**src/rtl/ram_cmd_initiator_if.sv**
```systemverilog
`default_nettype none
// +----------------------------------------------------------------------------+
// | ram_cmd_initiator_if : request/response and RAM command-stream bundle      |
// | Rev 1.0                                                                    |
// +----------------------------------------------------------------------------+
interface ram_cmd_initiator_if #(
  parameter int PAYLOAD_W = 8
);
  logic                 req_valid;
  logic                 req_ready;
  logic                 req_write;
  logic [PAYLOAD_W-1:0] req_addr;
  logic [PAYLOAD_W-1:0] req_wdata;
  logic                 rsp_valid;
  logic [PAYLOAD_W-1:0] rsp_rdata;
  logic                 rsp_timeout;
  logic [PAYLOAD_W+1:0] ram_din;
  logic                 ram_rx_valid;
  logic [PAYLOAD_W-1:0] ram_dout;
  logic                 ram_tx_valid;

  modport master (
    input  req_valid, req_write, req_addr, req_wdata, ram_dout, ram_tx_valid,
    output req_ready, rsp_valid, rsp_rdata, rsp_timeout, ram_din, ram_rx_valid
  );

  modport slave (
    output req_valid, req_write, req_addr, req_wdata, ram_dout, ram_tx_valid,
    input  req_ready, rsp_valid, rsp_rdata, rsp_timeout, ram_din, ram_rx_valid
  );
endinterface
`default_nettype wire

```
**src/rtl/ram_cmd_initiator.sv**
```systemverilog
`default_nettype none
// +----------------------------------------------------------------------------+
// | ram_cmd_initiator : turns one write/read request into the RAM's 2-bit      |
// | opcode command stream and returns the read byte.           Rev 1.0        |
// +----------------------------------------------------------------------------+
module ram_cmd_initiator #(
  parameter int PAYLOAD_W = 8,
  parameter int TIMEOUT   = 16
) (
  input wire                 clk,
  input wire                 rst,
  ram_cmd_initiator_if.master bus
);

  localparam int CNT_W = (TIMEOUT < 2) ? 1 : $clog2(TIMEOUT);
  localparam logic [CNT_W-1:0] c_CNT_LIMIT = CNT_W'(TIMEOUT - 1);

  localparam logic [1:0] c_OP_WR_ADDR = 2'b00;
  localparam logic [1:0] c_OP_WR_DATA = 2'b01;
  localparam logic [1:0] c_OP_RD_ADDR = 2'b10;
  localparam logic [1:0] c_OP_RD      = 2'b11;

  typedef enum logic [2:0] {
    S_IDLE    = 3'd0,
    S_WR_ADDR = 3'd1,
    S_WR_DATA = 3'd2,
    S_RD_ADDR = 3'd3,
    S_RD_CMD  = 3'd4,
    S_RD_WAIT = 3'd5,
    S_RSP     = 3'd6
  } state_t;

  state_t               r_state;
  logic [PAYLOAD_W+1:0] r_din;
  logic                 r_rx_valid;
  logic                 r_rsp_valid;
  logic [PAYLOAD_W-1:0] r_rsp_rdata;
  logic                 r_rsp_timeout;
  logic [CNT_W-1:0]     r_cnt;
  logic [PAYLOAD_W-1:0] r_wdata;

  state_t               w_state_nxt;
  logic [PAYLOAD_W+1:0] w_din_nxt;
  logic                 w_rx_valid_nxt;
  logic                 w_rsp_valid_nxt;
  logic [PAYLOAD_W-1:0] w_rsp_rdata_nxt;
  logic                 w_rsp_timeout_nxt;
  logic [CNT_W-1:0]     w_cnt_nxt;
  logic [PAYLOAD_W-1:0] w_wdata_nxt;
  logic                 w_req_ready;
  logic                 w_accept;

  assign w_req_ready = (r_state == S_IDLE) & ~rst;
  assign w_accept    = bus.req_valid & w_req_ready;

  // Every output is computed one state ahead so the command word is on the
  // bus in the first cycle after the accepting edge.
  always_comb begin
    w_state_nxt       = r_state;
    w_din_nxt         = r_din;
    w_rx_valid_nxt    = 1'b0;
    w_rsp_valid_nxt   = 1'b0;
    w_rsp_rdata_nxt   = r_rsp_rdata;
    w_rsp_timeout_nxt = r_rsp_timeout;
    w_cnt_nxt         = r_cnt;
    w_wdata_nxt       = r_wdata;
    case (r_state)
      S_IDLE: begin
        if (w_accept) begin
          w_wdata_nxt    = bus.req_wdata;
          w_rx_valid_nxt = 1'b1;
          if (bus.req_write) begin
            w_state_nxt = S_WR_ADDR;
            w_din_nxt   = {c_OP_WR_ADDR, bus.req_addr};
          end else begin
            w_state_nxt = S_RD_ADDR;
            w_din_nxt   = {c_OP_RD_ADDR, bus.req_addr};
          end
        end
      end
      S_WR_ADDR: begin
        w_state_nxt    = S_WR_DATA;
        w_din_nxt      = {c_OP_WR_DATA, r_wdata};
        w_rx_valid_nxt = 1'b1;
      end
      S_WR_DATA: begin
        w_state_nxt       = S_RSP;
        w_rsp_valid_nxt   = 1'b1;
        w_rsp_rdata_nxt   = '0;
        w_rsp_timeout_nxt = 1'b0;
      end
      S_RD_ADDR: begin
        w_state_nxt    = S_RD_CMD;
        w_din_nxt      = {c_OP_RD, {PAYLOAD_W{1'b0}}};
        w_rx_valid_nxt = 1'b1;
      end
      S_RD_CMD: begin
        w_state_nxt = S_RD_WAIT;
        w_cnt_nxt   = '0;
      end
      S_RD_WAIT: begin
        // Data arriving on the limit cycle takes priority over the timeout.
        if (bus.ram_tx_valid) begin
          w_state_nxt       = S_RSP;
          w_rsp_valid_nxt   = 1'b1;
          w_rsp_rdata_nxt   = bus.ram_dout;
          w_rsp_timeout_nxt = 1'b0;
        end else if (r_cnt == c_CNT_LIMIT) begin
          w_state_nxt       = S_RSP;
          w_rsp_valid_nxt   = 1'b1;
          w_rsp_rdata_nxt   = '0;
          w_rsp_timeout_nxt = 1'b1;
        end else begin
          w_cnt_nxt = r_cnt + CNT_W'(1);
        end
      end
      S_RSP: begin
        w_state_nxt = S_IDLE;
      end
      default: begin
        w_state_nxt = S_IDLE;
      end
    endcase
  end

  always_ff @(posedge clk or posedge rst) begin
    if (rst) begin
      r_state       <= S_IDLE;
      r_din         <= '0;
      r_rx_valid    <= 1'b0;
      r_rsp_valid   <= 1'b0;
      r_rsp_rdata   <= '0;
      r_rsp_timeout <= 1'b0;
      r_cnt         <= '0;
      r_wdata       <= '0;
    end else begin
      r_state       <= w_state_nxt;
      r_din         <= w_din_nxt;
      r_rx_valid    <= w_rx_valid_nxt;
      r_rsp_valid   <= w_rsp_valid_nxt;
      r_rsp_rdata   <= w_rsp_rdata_nxt;
      r_rsp_timeout <= w_rsp_timeout_nxt;
      r_cnt         <= w_cnt_nxt;
      r_wdata       <= w_wdata_nxt;
    end
  end

  assign bus.req_ready    = w_req_ready;
  assign bus.ram_din      = r_din;
  assign bus.ram_rx_valid = r_rx_valid;
  assign bus.rsp_valid    = r_rsp_valid;
  assign bus.rsp_rdata    = r_rsp_rdata;
  assign bus.rsp_timeout  = r_rsp_timeout;

endmodule
`default_nettype wire

```
**src/flat_wrapper.sv**
```systemverilog
// flat-port wrapper written by rule: the top's interface ports become plain ports
module ram_cmd_initiator_flat 
#(
  parameter int PAYLOAD_W = 8,
  parameter int TIMEOUT   = 16
)
  (clk, rst, bus_req_valid, bus_req_write, bus_req_addr, bus_req_wdata, bus_ram_dout, bus_ram_tx_valid, bus_req_ready, bus_rsp_valid, bus_rsp_rdata, bus_rsp_timeout, bus_ram_din, bus_ram_rx_valid);
  ram_cmd_initiator_if #(.PAYLOAD_W(PAYLOAD_W)) bus_i ();
  input wire clk;
  input wire rst;
  input wire logic [$bits(bus_i.req_valid)-1:0] bus_req_valid;
  input wire logic [$bits(bus_i.req_write)-1:0] bus_req_write;
  input wire logic [$bits(bus_i.req_addr)-1:0] bus_req_addr;
  input wire logic [$bits(bus_i.req_wdata)-1:0] bus_req_wdata;
  input wire logic [$bits(bus_i.ram_dout)-1:0] bus_ram_dout;
  input wire logic [$bits(bus_i.ram_tx_valid)-1:0] bus_ram_tx_valid;
  output wire logic [$bits(bus_i.req_ready)-1:0] bus_req_ready;
  output wire logic [$bits(bus_i.rsp_valid)-1:0] bus_rsp_valid;
  output wire logic [$bits(bus_i.rsp_rdata)-1:0] bus_rsp_rdata;
  output wire logic [$bits(bus_i.rsp_timeout)-1:0] bus_rsp_timeout;
  output wire logic [$bits(bus_i.ram_din)-1:0] bus_ram_din;
  output wire logic [$bits(bus_i.ram_rx_valid)-1:0] bus_ram_rx_valid;
  assign bus_i.req_valid = bus_req_valid;
  assign bus_i.req_write = bus_req_write;
  assign bus_i.req_addr = bus_req_addr;
  assign bus_i.req_wdata = bus_req_wdata;
  assign bus_i.ram_dout = bus_ram_dout;
  assign bus_i.ram_tx_valid = bus_ram_tx_valid;
  assign bus_req_ready = bus_i.req_ready;
  assign bus_rsp_valid = bus_i.rsp_valid;
  assign bus_rsp_rdata = bus_i.rsp_rdata;
  assign bus_rsp_timeout = bus_i.rsp_timeout;
  assign bus_ram_din = bus_i.ram_din;
  assign bus_ram_rx_valid = bus_i.ram_rx_valid;
  ram_cmd_initiator #(.PAYLOAD_W(PAYLOAD_W), .TIMEOUT(TIMEOUT)) u_core (.clk(clk), .rst(rst), .bus(bus_i));
endmodule
```
**config.mk**
```make
export PLATFORM = sky130hd
export DESIGN_NAME = ram_cmd_initiator_flat
export DESIGN_NICKNAME = d
export VERILOG_FILES = /design/src/rtl/ram_cmd_initiator_if.sv /design/src/rtl/ram_cmd_initiator.sv /design/src/flat_wrapper.sv
export SDC_FILE = /design/constraint.sdc
export NUM_CORES = 1
export LEC_CHECK = 0
export ABC_CLOCK_PERIOD_IN_PS = 1800
export CAP_MARGIN = 5
export CORE_MARGIN = 3
export CORE_UTILIZATION = 46
export DETAILED_ROUTE_END_ITERATION = 10
export PLACE_DENSITY = 0.79
export SYNTH_ARGS = -nofsm -noshare
export SYNTH_HDL_FRONTEND = slang
export SYNTH_SLANG_ARGS = --single-unit
```
**constraint.sdc**
```tcl
create_clock -name clk -period 1.8 [get_ports clk]
set_input_delay 0.54 -clock clk [delete_from_list [all_inputs] [get_ports clk]]
set_output_delay 0.54 -clock clk [all_outputs]
set_load 0.05 [all_outputs]
```
==> summary.md, run 1 <==
| Metric | Value |
|---|---|
| RSZ-0062 raised after global routing | `yes` |
| Iter 0 DRT Violations | `61` |
| Status | `finished with violations` |
| DRC errors left | `0` |
| Final setup vio count | `1` |
| Register area share after synthesis | `54.2%` |
| Power Density | `1930 mW/mm²` |
| Synth Warn # | `0` |
| Worst Skew | `0.0107 ns` |
| Skew-Pair Late Insertion Delay | `0.35 ns` |
| Input/output buffers | `50` |
| Via Count | `1,431` |
| Post-synthesis adder-cell area fraction | `1.50%` |
| Synthesized area | `0.00166 mm²` |
| Number of synthesized flops with an enable pin | `0` |
| Max_cap viols | `0` |
| CTS tree | `yes` |
| FFs w/ async S/R, synth | `100%` |
| Post-synth top flop | `dfrtp_1` |
| H-tree depth | `2` |
| Post-route worst setup slack | `-0.144 ns` |
| Setup CP Type | `flop to output pin` |
| Drt pass-1 iters | `4` |
| Leak | `1.07 nW` |
| Worst slew pin tran | `0.737 ns` |
| Number of antenna repair diodes | `0` |
| Setup TNS | `-0.144 ns` |
| First-pass GRT wire length | `6660 µm` |
| Failing checks | `negative setup slack` |
| Clock buffer count from CTS | `5` |
| Fin util | `69.7%` |
| Finished Cell Area | `0.00238 mm²` |
| IO Count | `51` |
| Vias in the first global route | `1,427` |
| Placed inst area | `0.00229 mm²` |
| Post-synth net total | `182` |
| Initial Util | `48.7%` |
| Synth Area in Compound Gates | `21.1%` |
| Startpoint types | `flop` |
| Clock transition at path regs | `0.11 ns` |
| Synth Register Bits | `36` |
| CP max stage cell | `or3_4` |
| Mux cell area share after synthesis | `6.25%` |
| Gr usage total | `20.6%` |
| Detailed Place HPWL | `2930 µm` |
| Placed instance count | `249` |
| Die height | `66.1 µm` |
| Largest net degree at the start of global routing | `37` |
| Initial antenna violation count | `0` |
| DIE WIDTH | `66.1 µm` |
| CTS root buf | `clkbuf_4` |
| Family with the most delay on the worst path | `simple AND/OR/NAND/NOR gates` |
| Proportion of layout cells with a drive suffix above 1 | `26.4%` |
| WL/cell | `15.6 µm` |
| Area of the die | `0.00437 mm²` |
| CP bufs+invs | `1` |
| RR Startpoint | `u_core.r_cnt[0]` |
| Routed wire length | `4030 µm` |
| Cells along the critical path | `or3_4 -> nor2_4 -> buf_12` |
| Peak Freq | `514 MHz` |
| Final hold vios | `0` |
| Vias per inst | `5.55` |
| Critical path capture point type | `output pin` |
| Combinational family with the most area after synthesis | `compound AO/OA/AOI/OAI gates` |
| Unique masters post-synth | `36` |
| Total gr overflow | `0` |
| Rel. slew slack | `50.8%` |
| Post-route minimum period | `1.94 ns` |
| Rows | `21` |
| Simple-Gate Fraction of Synth Area | `13.2%` |
| Power after layout | `4.61 mW` |
| Hold Path Class | `flop to flop` |
| Hold_sp | `u_core.bus.rsp_rdata[3]` |
| Worst VDD drop | `0.00105 V` |
| Syn Area/Cell | `11.0 µm²` |
| Slowest stage delay, CP | `0.41 ns` |
| Post-synthesis xor/xnor area fraction | `0%` |
| Critical Path Fanout Max | `2` |
| Layout Nets | `242` |
| CP Data Required Time | `1.26 ns` |
| Post-Synthesis Cells | `151` |
| Non-filler instance count after layout | `258` |
| CTS sink cnt | `36` |
| Worst Setup SP | `u_core.r_state[2]` |
| Placer congestion estimate | `0.750` |
| Syn-to-layout area delta | `43.3%` |
| Crit path DAT | `1.40 ns` |
| Post-DRT Antenna Nets | `0` |
| Core ar. | `0.00342 mm²` |
| Clock Path Buffers | `2` |
| Crit share post-route | `108%` |
| Pins Over Slew Limit | `0` |
-- timing repair --
item	in CTS	in global routing
gates resized for setup	0	0
hold buffers	0	0
endpoints found under the setup margin	1	1
pin swaps	2	0
setup buffers	1	0
-- flip-flops by register name, indices dropped and copies added (netlist names) --
register and count:
u_core.bus.ram_din 10, u_core.bus.ram_rx_valid 1, u_core.bus.rsp_rdata 8, u_core.bus.rsp_timeout 1, u_core.bus.rsp_valid 1, u_core.r_cnt 4, u_core.r_state 3, u_core.r_wdata 8
-- synth_stat cells, types with 2 or more instances --
cell type	n	area, µm²
a22oi_1	2	15.0
dfrtp_1	36	901
o21ai_0	10	50.1
a31oi_1	10	62.6
clkbuf_1	5	18.8
inv_1	3	11.3
a21oi_1	18	90.1
nor2_1	6	22.5
nand2_1	4	15.0
buf_4	2	15.0
nand3_1	6	30.0
nor2b_1	3	18.8
nand4b_1	2	17.5
mux2_2	8	90.1
nor3b_1	2	15.0
a22o_1	8	70.1
a21o_1	2	15.0
ha_1	2	25.0
nand2b_1	5	31.3
-- through the flow --
| step | hold slack (ns) | worst slack, ns |
|---|---|---|
| floorplan | 0.480 | -0.0710 |
| global placement | 0.485 | -0.0703 |
| detailed placement | 0.487 | -0.117 |
| CTS | 0.522 | -0.155 |
| global route | 0.539 | -0.201 |
| finish | 0.513 | -0.144 |
-- cells by family after synthesis --
group / count (synthesis)
buffers and inverters: 13
AOI/OAI and AO/OA: 56
and+or+nand+nor: 35
adders and majority gates: 2
DFF: 36
muxes: 9
-- cell type report --
| cell class | count | area, µm² |
|---|---|---|
| clock buffers | 5 | 37.5 |
| inverters | 4 | 15.0 |
| clock inverters | 3 | 42.5 |
| fillers | 254 | 1030 |
| well taps | 46 | 57.6 |
| multi-input cells | 102 | 706 |
| repair buffers | 62 | 623 |
| flip-flops and latches | 36 | 901 |
-- placed cells by master (no fill, tap or decap), drive strengths merged, types with 2 or more instances in the layout --
master	instances
a21o	2
a21oi	18
a22o	8
a22oi	2
a31oi	10
buf	34
clkbuf	5
clkdlybuf4s50	28
clkinv	2
dfrtp	36
ha	2
inv	3
mux2	8
nand2	5
nand2b	5
nand3	6
nand4b	2
nor2	6
nor2b	3
nor3	2
nor3b	2
o21ai	11
-- layer usage --
layer / GRT usage (%) / vias to the layer above / part of all wire (%)
met5: 0 / - / 0
met4: 8.63 / 0 / 2.0
met3: 5.44 / 9 / 5.6
met2: 34.2 / 50 / 52
met1: 25.3 / 696 / 40
li1: - / 676 / -
-- power by group --
part	internal (mW)	switching, mW	leakage, nW	total [mW]
clock	0.289	0.276	0.0412	0.565
combinational	1.02	1.61	0.580	2.63
sequential	1.18	0.238	0.451	1.42
-- worst reg2reg max path, stage by stage (launching register included) --
cell and delay, ns:
dfrtp_1 0.45, ha_1 0.29, a31o_2 0.29, mux2i_2 0.17, buf_4 0.19, a22o_1 0.13
-- path summary, 6_finish.rpt --
kind                                            to  slack (ns)  depth (start not counted)
max reg2reg                u_core.bus.rsp_rdata[5]        0.22                          5
max                                  bus_req_ready       -0.14                          3
min                        u_core.bus.rsp_rdata[3]        0.51                          1
min in group asynchronous    u_core.bus.ram_din[4]        0.67                          3
max in group asynchronous        u_core.r_wdata[1]        0.95                          3
min reg2reg                u_core.bus.rsp_rdata[3]        0.51                          1
No activity file was read; power rests on OpenSTA's default activity.
==> inputs of run 2 (changes only) <==
--- a/config.mk
+++ b/config.mk
@@ -11,6 +11,7 @@
 export CORE_UTILIZATION = 46
 export DETAILED_ROUTE_END_ITERATION = 10
 export PLACE_DENSITY = 0.79
+export REMOVE_ABC_BUFFERS = 1
 export SYNTH_ARGS = -nofsm -noshare
 export SYNTH_HDL_FRONTEND = slang
 export SYNTH_SLANG_ARGS = --single-unit
==> run 2 against run 1 <==
The flow still finishes with violations (negative setup slack). Via count grew 0.63%. Combinational power is essentially flat. Cell count shrank 0.78%. Design area shrank 0.79%. Register-to-register slack is essentially flat. Clock-buffer cell count grew 1. First-iteration DRC count grew 110%. Critical path depth is the same. Total power grew 0.18%. Fmax shrank 0.86%. Global-route usage grew 0.60 points. Critical path type unchanged. Largest cell class unchanged.
==> summary.md, run 2 (synthesis results as in run 1) <==
| Metric | Value |
|---|---|
| Largest net degree at the start of global routing | `37` |
| Initial antenna violation count | `0` |
| Placer congestion estimate | `0.811` |
| Vias in the first global route | `1,555` |
| RR Startpoint | `u_core.r_state[1]` |
| Routed wire length | `4040 µm` |
| Startpoint types | `flop` |
| RSZ-0062 raised after global routing | `yes` |
| Worst Skew | `0.00938 ns` |
| DRC errors left | `0` |
| Via Count | `1,440` |
| Placed instance count | `248` |
| CP Data Required Time | `1.26 ns` |
| Crit path DAT | `1.42 ns` |
| Cells along the critical path | `or3_4 -> nor2_4 -> buf_12` |
| CTS sink cnt | `36` |
| Post-route minimum period | `1.96 ns` |
| Die height | `66.1 µm` |
| Setup TNS | `-0.161 ns` |
| Skew-Pair Late Insertion Delay | `0.35 ns` |
| Slowest stage delay, CP | `0.42 ns` |
| Final hold vios | `0` |
| Pins Over Slew Limit | `0` |
| WHS | `0.506 ns` |
| Gr usage total | `21.2%` |
| IO Count | `51` |
| WP depth | `3` |
| Power Density | `1950 mW/mm²` |
| Post-DRT Antenna Nets | `0` |
| First-pass GRT wire length | `6930 µm` |
| Detailed Place HPWL | `2940 µm` |
| Reg2reg end | `u_core.bus.rsp_rdata[7]` |
| Post-route worst setup slack | `-0.161 ns` |
| Rows | `21` |
| Fin util | `69.2%` |
| Input/output buffers | `50` |
| DIE WIDTH | `66.1 µm` |
| CTS Hold Bufs | `0` |
| CP bufs+invs | `1` |
| Crit path capture | `bus_req_ready` |
| Proportion of layout cells with a drive suffix above 1 | `25.2%` |
| Multi-input gate area | `706 µm²` |
| Clock Path Buffers | `2` |
| Family with the most delay on the worst path | `simple AND/OR/NAND/NOR gates` |
| Worst Setup SP | `u_core.r_state[2]` |
| Iter 0 DRT Violations | `129` |
| WL/cell | `15.8 µm` |
| CP max stage cell | `or3_4` |
| CTS root buf | `clkbuf_4` |
| Non-filler instance count after layout | `256` |
| Crit share post-route | `109%` |
| Most common cell after layout, fill and taps aside | `dfrtp_1` |
| Hold Path Class | `flop to flop` |
| Critical Path Fanout Max | `2` |
| CTS tree | `yes` |
| Peak Freq | `510 MHz` |
| Initial Util | `48.7%` |
| Leak | `1.07 nW` |
| Number of antenna repair diodes | `0` |
| Core ar. | `0.00342 mm²` |
| Clock buffer count from CTS | `5` |
| R2R Setup Slk | `0.21 ns` |
| Syn-to-layout area delta | `42.1%` |
| Status | `finished with violations` |
| Worst VDD drop | `0.00109 V` |
| Max_cap viols | `0` |
| Final setup vio count | `1` |
| # fillers | `266` |
| Worst slew pin tran | `0.705 ns` |
| Area of the die | `0.00437 mm²` |
| Vias per inst | `5.63` |
| Worst-case reg-to-reg path depth | `4` |
| H-tree depth | `2` |
| Total gr overflow | `0` |
| Most frequent cells in the layout | `dfrtp_1, clkdlybuf4s50_1, buf_4` |
| Drt pass-1 iters | `4` |
| Clock transition at path regs | `0.11 ns` |
| Layout Nets | `240` |
| Failing checks | `negative setup slack` |
| Rel. slew slack | `52.9%` |
| Register area | `901 µm²` |
| Largest register FFs | `10` |
| Critical path capture point type | `output pin` |
| Setup CP Type | `flop to output pin` |
==> run 2: cell count changes in the layout (fill, tap and decap cells not counted) <==
cell / previous run / this run
buf_4: 27 / 25
clkbuf_1: 0 / 1
clkinvlp_4: 1 / 0
==> run 2: per-stage QoR <==
| stage | worst slack, ns | power, mW | cell area, µm² |
|---|---|---|---|
| after floorplan | -0.384 | 3.05 | 1610 |
| after global placement | -0.0956 | 3.96 | 2280 |
| after detailed placement | -0.132 | 4.05 | 2280 |
| after CTS | -0.179 | 4.64 | 2360 |
| after global routing | -0.217 | 4.92 | 2360 |
| final | -0.161 | 4.62 | 2360 |
==> run 2: repair_timing <==
action	CTS	global route
endpoints found under the setup margin	1	1
resized for setup	2	0
buffers inserted	0	0
==> run 2: routing by layer <==
layer / wire length [µm] / vias up / track usage (%)
met5: 0 / - / 0
met4: 83 / 0 / 10.7
met3: 275 / 8 / 6.63
met2: 2000 / 65 / 34.9
met1: 1680 / 696 / 24.8
li1: - / 671 / -
==> run 2: power breakdown <==
part           internal [mW]  switching [mW]  total [mW]  leakage (nW)
sequential              1.18           0.234        1.41         0.451
combinational           1.03            1.61        2.64         0.573
clock                  0.291           0.277       0.568        0.0422
==> run 2: worst min path at each step <==
stage                                        from                 endpoint  slack, ns  cells past startpoint
after floorplan                 u_core.r_wdata[0]        u_core.r_wdata[0]       0.48                      1
after detailed placement    u_core.bus.ram_din[8]    u_core.bus.ram_din[8]       0.47                      1
after CTS                   u_core.bus.ram_din[8]    u_core.bus.ram_din[8]       0.51                      1
after global routing      u_core.bus.rsp_rdata[0]  u_core.bus.rsp_rdata[0]       0.53                      1
after global placement      u_core.bus.ram_din[8]    u_core.bus.ram_din[8]       0.47                      1
final                       u_core.bus.ram_din[8]    u_core.bus.ram_din[8]       0.51                      1
==> run 2: worst reg2reg max path: stages (launching register included) <==
cell and delay (ns):
dfrtp_1 0.40, buf_4 0.17, nand3b_1 0.26, nor2_1 0.46
a22o_1 0.23
==> run 2: layout make-up <==
cell class,instances,area share (%)
clock inverter,2,1.48
tap,46,2.44
sequential,36,38.1
clock buffer,6,1.75
multi-input combinational,102,29.9
timing repair buffer,60,25.7
inverter,4,0.635
==> inputs of run 3 (changes only) <==
--- a/config.mk
+++ b/config.mk
@@ -5,6 +5,7 @@
 export SDC_FILE = /design/constraint.sdc
 export NUM_CORES = 1
 export LEC_CHECK = 0
+export ABC_AREA = 1
 export ABC_CLOCK_PERIOD_IN_PS = 1800
 export CAP_MARGIN = 5
 export CORE_MARGIN = 3
==> run 3 against run 2 <==
The flow now finishes without violations. Die area rose by 1.2%. Via count increased by 4.5%. Fmax is 13% higher. Sequential share of layout area hardly changed. Clock skew is 0.0043 ns lower. First-iteration DRC count decreased by 17%. Global-route usage is 3.5 points lower. Synthesized cell count increased by 38%. Non-clock buffer count grew 3. Sequential power is 3% lower. Synthesized area grew 1.4%. Critical path type unchanged. Largest cell class unchanged. Largest power group unchanged. Highest routed layer unchanged.
==> summary.md, run 3 <==
| Metric | Value |
|---|---|
| Synthesized area | `0.00169 mm²` |
| Sw frac | `47.8%` |
| Initial antenna violation count | `0` |
| Post-route minimum period | `1.74 ns` |
| Most frequent cell on the critical path | `nor2_4` |
| Largest net degree at the start of global routing | `37` |
| Skew-Pair Late Insertion Delay | `0.28 ns` |
| Layout Nets | `305` |
| Most common cell after layout, fill and taps aside | `nand2_1` |
| IO Count | `51` |
| Crit path DAT | `1.20 ns` |
| Input/output buffers | `50` |
| CTS Hold Bufs | `0` |
| RSZ-0062 raised after global routing | `no` |
| Via Count | `1,505` |
| Critical Path Fanout Max | `4` |
| RR Startpoint | `u_core.r_state[0]` |
| Startpoint types | `flop` |
| Leak | `1.27 nW` |
| WL/cell | `11.2 µm` |
| Synth Area in Compound Gates | `3.79%` |
| Hold_sp | `u_core.bus.ram_din[3]` |
| Cells along the critical path | `nor2_4 -> nand2_2 -> nor2_4 -> buf_12` |
| Switching Power | `2.04 mW` |
| Number of antenna repair diodes | `0` |
| Clock transition at path regs | `0.06 ns` |
| First-pass GRT wire length | `5870 µm` |
| Gr usage total | `17.7%` |
| H-tree depth | `2` |
| Unique masters post-synth | `23` |
| Reg2reg end | `u_core.r_state[1]` |
| Pins Over Slew Limit | `0` |
| Mux cell area share after synthesis | `0%` |
| Post-Synthesis Cells | `209` |
| # fillers | `284` |
| Status | `completed` |
| CP Data Required Time | `1.26 ns` |
| Routed wire length | `3550 µm` |
| Multi-input gate area | `696 µm²` |
| Peak Freq | `575 MHz` |
| Post-synth top flop | `dfrtp_1` |
| Hold EP | `u_core.bus.ram_din[3]` |
| Synth Warn # | `0` |
| Worst Skew | `0.00508 ns` |
| Initial Util | `49.0%` |
| Proportion of layout cells with a drive suffix above 1 | `19.1%` |
| Non-filler instance count after layout | `318` |
| Count leader, synth | `nand2_1` |
| CTS tree | `yes` |
| Slowest stage delay, CP | `0.46 ns` |
| Power after layout | `4.26 mW` |
| Simple-Gate Fraction of Synth Area | `35.0%` |
| Post-synthesis adder-cell area fraction | `1.48%` |
| Clock Path Buffers | `2` |
| Fin util | `68.8%` |
| Synth Register Bits | `36` |
| Total gr overflow | `0` |
| Die height | `66.5 µm` |
| Crit share post-route | `96.5%` |
| R2R Setup Slk | `0.27 ns` |
| Most frequent cells in the layout | `nand2_1, dfrtp_1, buf_4` |
| Drt pass-1 iters | `4` |
| Largest register FFs | `10` |
| Detailed Place HPWL | `2730 µm` |
| Worst-case reg-to-reg path depth | `6` |
| Max_cap viols | `0` |
| Setup CP Type | `flop to output pin` |
| Power Density | `1800 mW/mm²` |
| Share of the synthesized area in the top cell type | `53.5%` |
| Post-synthesis xor/xnor area fraction | `0.520%` |
| Worst VDD drop | `0.000684 V` |
| Worst slew pin tran | `0.448 ns` |
| Worst hold path cell count | `2` |
| Worst Setup SP | `u_core.r_state[1]` |
| DIE WIDTH | `66.5 µm` |
| Register area share after synthesis | `53.5%` |
| Iter 0 DRT Violations | `107` |
| Clock power frac | `11.4%` |
| Yosys top cell by area | `dfrtp_1` |
| Vias per inst | `4.73` |
| Final setup vio count | `0` |
| CTS sink cnt | `36` |
| CTS root buf | `clkbuf_8` |
| Register area | `903 µm²` |
| Syn Area/Cell | `8.06 µm²` |
| Placer congestion estimate | `0.766` |
| Core ar. | `0.00344 mm²` |
| Vias in the first global route | `1,368` |
| Rows | `21` |
| Syn-to-layout area delta | `40.5%` |
| Flop pwr share | `32.2%` |
| Number of synthesized flops with an enable pin | `0` |
| Critical path capture point type | `output pin` |
| Rel. slew slack | `70.1%` |
| Top post-synthesis cells by count | `nand2_1, dfrtp_1, nand3_1` |
| Clock buffer count from CTS | `5` |
| Placed instance count | `311` |
| Internal | `2.23 mW` |
| Post-DRT Antenna Nets | `0` |
| Final hold vios | `0` |
| FFs w/ async S/R, synth | `100%` |
| Synth top area cells | `dfrtp_1, nand2_1, nand3_1` |
| Hold Path Class | `flop to flop` |
| Comb pwr share | `56.4%` |
| Area of the die | `0.00443 mm²` |
| CP max stage cell | `dfrtp_2` |
| DRC errors left | `0` |
| Combinational family with the most area after synthesis | `simple AND/OR/NAND/NOR gates` |
==> run 3: cells by family (layout without fill, tap and decap cells) <==
logic type | Yosys count | in the layout
AO/OA/AOI/OAI | 12 | 12
flip-flops | 36 | 36
AND/OR/NAND/NOR | 136 | 136
adder cells (fa/ha/maj) | 2 | 2
buffers and inverters | 22 | 85
XOR/XNOR | 1 | 1
==> run 3: metal layers <==
| metal | up-vias | GRT usage [%] | part of all wire, % |
|---|---|---|---|
| met1 | 677 | 23.9 | 48 |
| met2 | 38 | 27.0 | 44 |
| met4 | 0 | 9.14 | 2.4 |
| li1 | 783 | - | - |
| met3 | 7 | 3.20 | 5.0 |
| met5 | - | 0 | 0 |
==> run 3: worst max-delay path, delay by kind of cell (launching register included) <==
family | cells | cell delay, ns
DFF | 1 | 0.46
and+or+nand+nor | 3 | 0.32
buffers and inverters | 1 | 0.14
==> run 3: timing repair <==
item	4_1_cts	5_1_grt
gates resized for setup	4	1
endpoints found under the setup margin	1	1
pin swaps	1	1
gates cloned	0	0
setup buffers	1	1
==> run 3: worst max path at each step <==
stage | endpoint | slack [ns] | cells after the start
final | bus_req_ready | 0.06 | 4
after global routing | bus_req_ready | 0.006 | 4
after CTS | bus_req_ready | 0.001 | 4
after detailed placement | bus_req_ready | -0.05 | 3
after global placement | bus_req_ready | -0.03 | 3
after floorplan | u_core.bus.ram_din[9] | -0.75 | 6
==> run 3: power by group through the flow <==
| stage | combinational [mW] | sequential, mW | clock, mW |
|---|---|---|---|
| floorplan | 0.809 | 2.11 | 0 |
| global placement | 2.32 | 1.37 | 0 |
| detailed placement | 2.36 | 1.39 | 0 |
| CTS | 2.40 | 1.37 | 0.501 |
| global route | 2.63 | 1.42 | 0.527 |
| finish | 2.41 | 1.37 | 0.485 |
==> run 3: final cells by class <==
| type | instances | share of cell area (%) |
|---|---|---|
| clock buffers | 5 | 2.91 |
| repair buffers | 63 | 24.5 |
| multi-input cells | 151 | 29.4 |
| inverters | 17 | 2.69 |
| flip-flops and latches | 36 | 38.1 |
| well taps | 46 | 2.43 |
==> run 3: per-stage QoR <==
stage | setup TNS [ns] | worst slack (ns) | hold WS, ns | instance area, µm²
2_1_floorplan | -10.45 | -0.750 | 0.450 | 1650
3_3_place_gp | -0.0321 | -0.0321 | 0.457 | 2280
3_5_place_dp | -0.0676 | -0.0547 | 0.460 | 2280
4_1_cts | 0 | 0.00135 | 0.475 | 2360
5_1_grt | 0 | 0.00585 | 0.493 | 2370
6_report | 0 | 0.0623 | 0.472 | 2370
